===== config.mk =====
export PLATFORM = sky130hd
export DESIGN_NAME = seg7_scan_driver
export DESIGN_NICKNAME = d
export VERILOG_FILES = /design/src/rtl/seg7_scan_driver.sv
export SDC_FILE = /design/constraint.sdc
export NUM_CORES = 1
export LEC_CHECK = 0
export BUFFER_PORTS_ARGS = -buffer_cell sky130_fd_sc_hd__buf_2
export CORE_AREA = 8 8 86 88
export DETAILED_ROUTE_END_ITERATION = 8
export DIE_AREA = 0 0 94 96
export GPL_TIMING_DRIVEN = 1
export HOLD_SLACK_MARGIN = 0.05
export PLACE_DENSITY = 0.77
export SLEW_MARGIN = 20
export SYNTH_ARGS = -nofsm -noshare
export SYNTH_HDL_FRONTEND = slang
export SYNTH_SLANG_ARGS = --single-unit

===== constraint.sdc =====
create_clock -name clk -period 2.8 [get_ports clk]
set_input_delay 0.14 -clock clk [delete_from_list [all_inputs] [get_ports clk]]
set_output_delay 0.14 -clock clk [all_outputs]
set_load 0.01 [all_outputs]

===== src/rtl/seg7_scan_driver.sv =====
// Eight-digit time-multiplexed scan driver: digit/dp storage with single and bulk
// write ports, a refresh prescaler and a 3-bit select index feeding a 7-seg decoder.
module seg7_scan_driver #(
    parameter int REFRESH_DIV = 100000,
    parameter int CNT_W       = 17
) (
    input  logic        clk,
    input  logic        rst,
    input  logic        wr_en,
    input  logic [2:0]  wr_addr,
    input  logic [3:0]  wr_data,
    input  logic        wr_dp,
    input  logic        load_all,
    input  logic [31:0] load_data,
    input  logic [7:0]  load_dp,
    input  logic        scan_en,
    output logic [3:0]  c,
    output logic [2:0]  s,
    output logic        dpoint,
    output logic        digit_tick
);

    logic [3:0]       w_digit [8];
    logic             w_dp    [8];

    logic [CNT_W-1:0] r_pre_cnt;
    logic [2:0]       r_s;
    logic             r_tick;

    logic [CNT_W-1:0] w_pre_next;
    logic [2:0]       w_s_next;
    logic             w_tick_next;
    logic             w_terminal;

    // Each slot owns its registers; load_all outranks the single-digit port.
    generate
        for (genvar gi = 0; gi < 8; gi++) begin : g_slot
            logic [3:0] r_digit;
            logic       r_dp;

            always_ff @(posedge clk) begin
                if (rst) begin
                    r_digit <= 4'h0;
                    r_dp    <= 1'b0;
                end else if (load_all) begin
                    r_digit <= load_data[4*gi +: 4];
                    r_dp    <= load_dp[gi];
                end else if (wr_en && (wr_addr == 3'(gi))) begin
                    r_digit <= wr_data;
                    r_dp    <= wr_dp;
                end
            end

            assign w_digit[gi] = r_digit;
            assign w_dp[gi]    = r_dp;
        end
    endgenerate

    assign w_terminal = (r_pre_cnt == CNT_W'(REFRESH_DIV - 1));

    always_ff @(posedge clk) begin
        if (rst) begin
            r_pre_cnt <= '0;
            r_s       <= 3'd0;
            r_tick    <= 1'b0;
        end else begin
            r_pre_cnt <= w_pre_next;
            r_s       <= w_s_next;
            r_tick    <= w_tick_next;
        end
    end

    // Tick is registered alongside the index so it marks the first cycle of the new s.
    always_comb begin
        w_pre_next  = r_pre_cnt;
        w_s_next    = r_s;
        w_tick_next = 1'b0;
        if (scan_en) begin
            if (w_terminal) begin
                w_pre_next  = '0;
                w_s_next    = r_s + 3'd1;
                w_tick_next = 1'b1;
            end else begin
                w_pre_next  = r_pre_cnt + CNT_W'(1);
            end
        end
    end

    assign c          = w_digit[r_s];
    assign dpoint     = w_dp[r_s];
    assign s          = r_s;
    assign digit_tick = r_tick;

endmodule


==> metrics.md <==
| Metric | Value |
|---|---|
| Boundary pin count | 62 |
| Fin cells | 484 |
| Vias in the first global route | 2779 |
| Max Fclk | 434 MHz |
| Ordered cell list for the critical path | or4_1, or4_1, o21bai_2, nor2_1 |
| Peak supply drop | 295 uV |
| Endpoints failing hold | 0 |
| CP endpoint kind | flip-flop |
| Wire per inst | 16.1 um |
| Initial core utilization | 0.525 |
| Gp weighted congestion | 0.816 |
| H-tree level count | 3 |
| Final setup vio count | 0 |
| First-pass GRT wire length | 12.9 mm |
| DRT iter0 DRCs | 115 |
| Crit path kind | flip-flop to flip-flop |
| Antenna violations before repair | 0 |
| Layout area overhead | 24.2% |
| Seq cells post-synth | 61 |
| Clock Path Buffers | 2 |
| CTS buffer count | 9 |
| Detail Placement HPWL | 5.56 mm |
| Worst hold path class | input port to flip-flop |
| Distinct cells, synth | 30 |
| Via count | 2618 |
| Fin util | 0.652 |
| Post-synthesis sequential area ratio | 0.382 |
| Buffers on Ports | 61 |
| Layout Nets | 456 |
| TritonCTS clock tree | yes |
| Family with the most delay on the worst path | simple AND/OR/NAND/NOR gates |
| Antenna-violating nets left | 0 |
| Clk_skew | 0.00569 ns |
| Chip height | 96 um |
| Fin crit period | 2.30 ns |
| Cells after DPL | 450 |
| Max-slew violations | 0 |
| FF-to-FF End | r_pre_cnt[5] |
| TNS Setup | 0 ns |
| Setup crit start | r_pre_cnt[5] |
| Fillers | 492 |
| Share of cells above drive strength 1 | 0.310 |
| Post-route clock period utilization | 0.823 |
| CP bufs+invs | 0 |
| Reg2reg setup slack | 0.50 ns |
| Tot Pwr | 2.12 mW |
| Worst slack at placement | 0.513 ns |
| Synth Cell Area | 0.00320 mm^2 |
| Tightest Pin Transition | 0.879 ns |
| Die Wd | 94 um |
| Crit path largest cell delay | 0.61 ns |
| CP max stage cell | or4_1 |
| Avg Vias per Cell | 5.41 |
| Post-CTS setup buffers | 0 |
| FP Rows | 29 |
| Synthesis warning total | 0 |
| Slew HR | 0.406 |
| Clk slew on worst S/H paths | 0.07 ns |
| Synthesized net count | 382 |
| Cell Pwr Density | 533 mW/mm^2 |
| All-Layer GR Usage | 0.184 |
| Crit path depth | 4 |
| Worst setup SP type | flip-flop |
| Worst Path Required | 3.00 ns |
| CTS Sinks | 61 |
| Clock root cell | clkbuf_8 |
| Cell mode on critical path | or4_1 |
| WP data arrival | 2.50 ns |
| Capture point of the critical path | r_pre_cnt[5] |
| Worst-Skew Late Latency | 0.33 ns |
| Detailed-router iteration count before antenna repair | 4 |
| GRT overflow | 0 |
| Worst reg2reg startpoint | r_pre_cnt[5] |
| Wire length after detailed routing | 7.81 mm |
| PnR worst setup slack | 0.497 ns |
| DRC | 0 |
| Avg Inst Size Synth | 9.79 um^2 |
| Cells after Synth | 327 |
| RSZ-0062 raised after global routing | false |
| Pin count of the biggest net entering global routing | 50 |
| Reg2reg path depth | 4 |
| Static Leak | 1.74 nW |
| Core area | 0.00610 mm^2 |
| Max-cap violation count | 0 |
| Outcome | complete, no violations |
| Critical Path Fanout Max | 16 |
| Die area | 0.00902 mm^2 |
==> flip-flops by register name, indices dropped and copies added, names as in the netlist <==
| register | count |
|---|---|
| digit_tick | 1 |
| g_slot.r_digit | 32 |
| g_slot.r_dp | 8 |
| r_pre_cnt | 17 |
| s | 3 |
==> layout make-up <==
type	count	area, um^2	area share
clock buffers	12	145	0.0365
well taps	77	96.3	0.0242
clock inverters	4	95.1	0.0239
repair buffers	84	520	0.131
inverters	1	3.75	0.000944
multi-input cells	244	1890	0.476
diodes	1	2.50	0.000630
flip-flops and latches	61	1220	0.307
==> synth_stat cells (all sizes together) <==
master | instances | area share
dfxtp | 61 | 0.38
nor2 | 45 | 0.053
mux2i | 43 | 0.13
mux2 | 31 | 0.11
nand2 | 24 | 0.028
o21ai | 17 | 0.027
nor2b | 16 | 0.031
clkbuf | 15 | 0.018
xnor2 | 11 | 0.030
mux4 | 10 | 0.070
nor4 | 7 | 0.014
buf | 6 | 0.0090
nand4 | 5 | 0.0098
nor3 | 5 | 0.0078
nand3 | 4 | 0.0063
or4 | 4 | 0.0094
and3 | 3 | 0.0059
and4bb | 3 | 0.012
nand2b | 3 | 0.0059
nand4b | 3 | 0.0082
xor2 | 3 | 0.0082
ha | 2 | 0.0078
a21oi | 1 | 0.0016
inv | 1 | 0.0012
nor4b | 1 | 0.0027
o21bai | 1 | 0.0035
or3 | 1 | 0.0020
or4bb | 1 | 0.0035
==> through the flow <==
stage                     area (um^2)  hold WS, ns
after floorplan                  3200        0.277
after global placement           3560        0.372
after detailed placement         3560        0.382
after CTS                        3970       0.0513
after global routing             3970       0.0684
final                            3980       0.0644
==> how the worst min path moves through the flow <==
stage | slack (ns) | depth (start not counted) | startpoint | to
after floorplan | 0.28 | 2 | scan_en | r_pre_cnt[0]
after global placement | 0.37 | 3 | load_data[9] | g_slot[2].r_digit[1]
after detailed placement | 0.38 | 3 | load_data[17] | g_slot[4].r_digit[1]
after CTS | 0.05 | 3 | load_data[0] | g_slot[0].r_digit[0]
after global routing | 0.07 | 3 | load_data[0] | g_slot[0].r_digit[0]
final | 0.06 | 3 | load_dp[4] | g_slot[4].r_dp
==> metal layers <==
metal / track usage / part of all wire / vias up
li1: - / - / 1309
met1: 0.215 / 0.44 / 1215
met2: 0.303 / 0.47 / 80
met3: 0.0577 / 0.064 / 14
met4: 0.0859 / 0.020 / 0
met5: 0 / 0 / -
==> placed cells by master (no fill, tap or decap), drive strengths merged, types with 4 or more instances in the layout <==
cell type	netlist	final
nor2b	16	16
mux4	10	10
nand2	24	24
mux2	31	31
clkbuf	15	12
nor4	7	7
nor2	45	45
xnor2	11	11
mux2i	43	43
nor3	5	5
nand3	4	4
dfxtp	61	61
nand4	5	5
or4	4	4
o21ai	17	17
dlygate4sd3	0	17
buf	6	67
==> worst min-delay path, delay by kind of cell <==
family	cells	cell delay, ns
buf+inv	1	0.08
simple gates	1	0.09
mux	1	0.06
==> timing repair <==
item / in CTS / in global routing
hold endpoints to repair: 17 / 0
hold buffers: 17 / 0
resized for setup: 0 / 0
==> logic make-up (layout without fill, tap and decap cells) <==
group,after synthesis,after routing,share of synthesized area
muxes,84,84,0.314
DFF,61,61,0.382
xor gates and xnor gates,14,14,0.0383
buffers and inverters,22,101,0.0278
other,0,1,0
adders and majority gates,2,2,0.00782
AOI/OAI and AO/OA,19,19,0.0317
and+or+nand+nor,125,125,0.199
==> report_power, final <==
part | internal [mW] | switching [mW]
Clock | 0.615 | 0.332
Sequential | 0.907 | 0.0195
Combinational | 0.134 | 0.110
(Power assumes the default switching activity.)
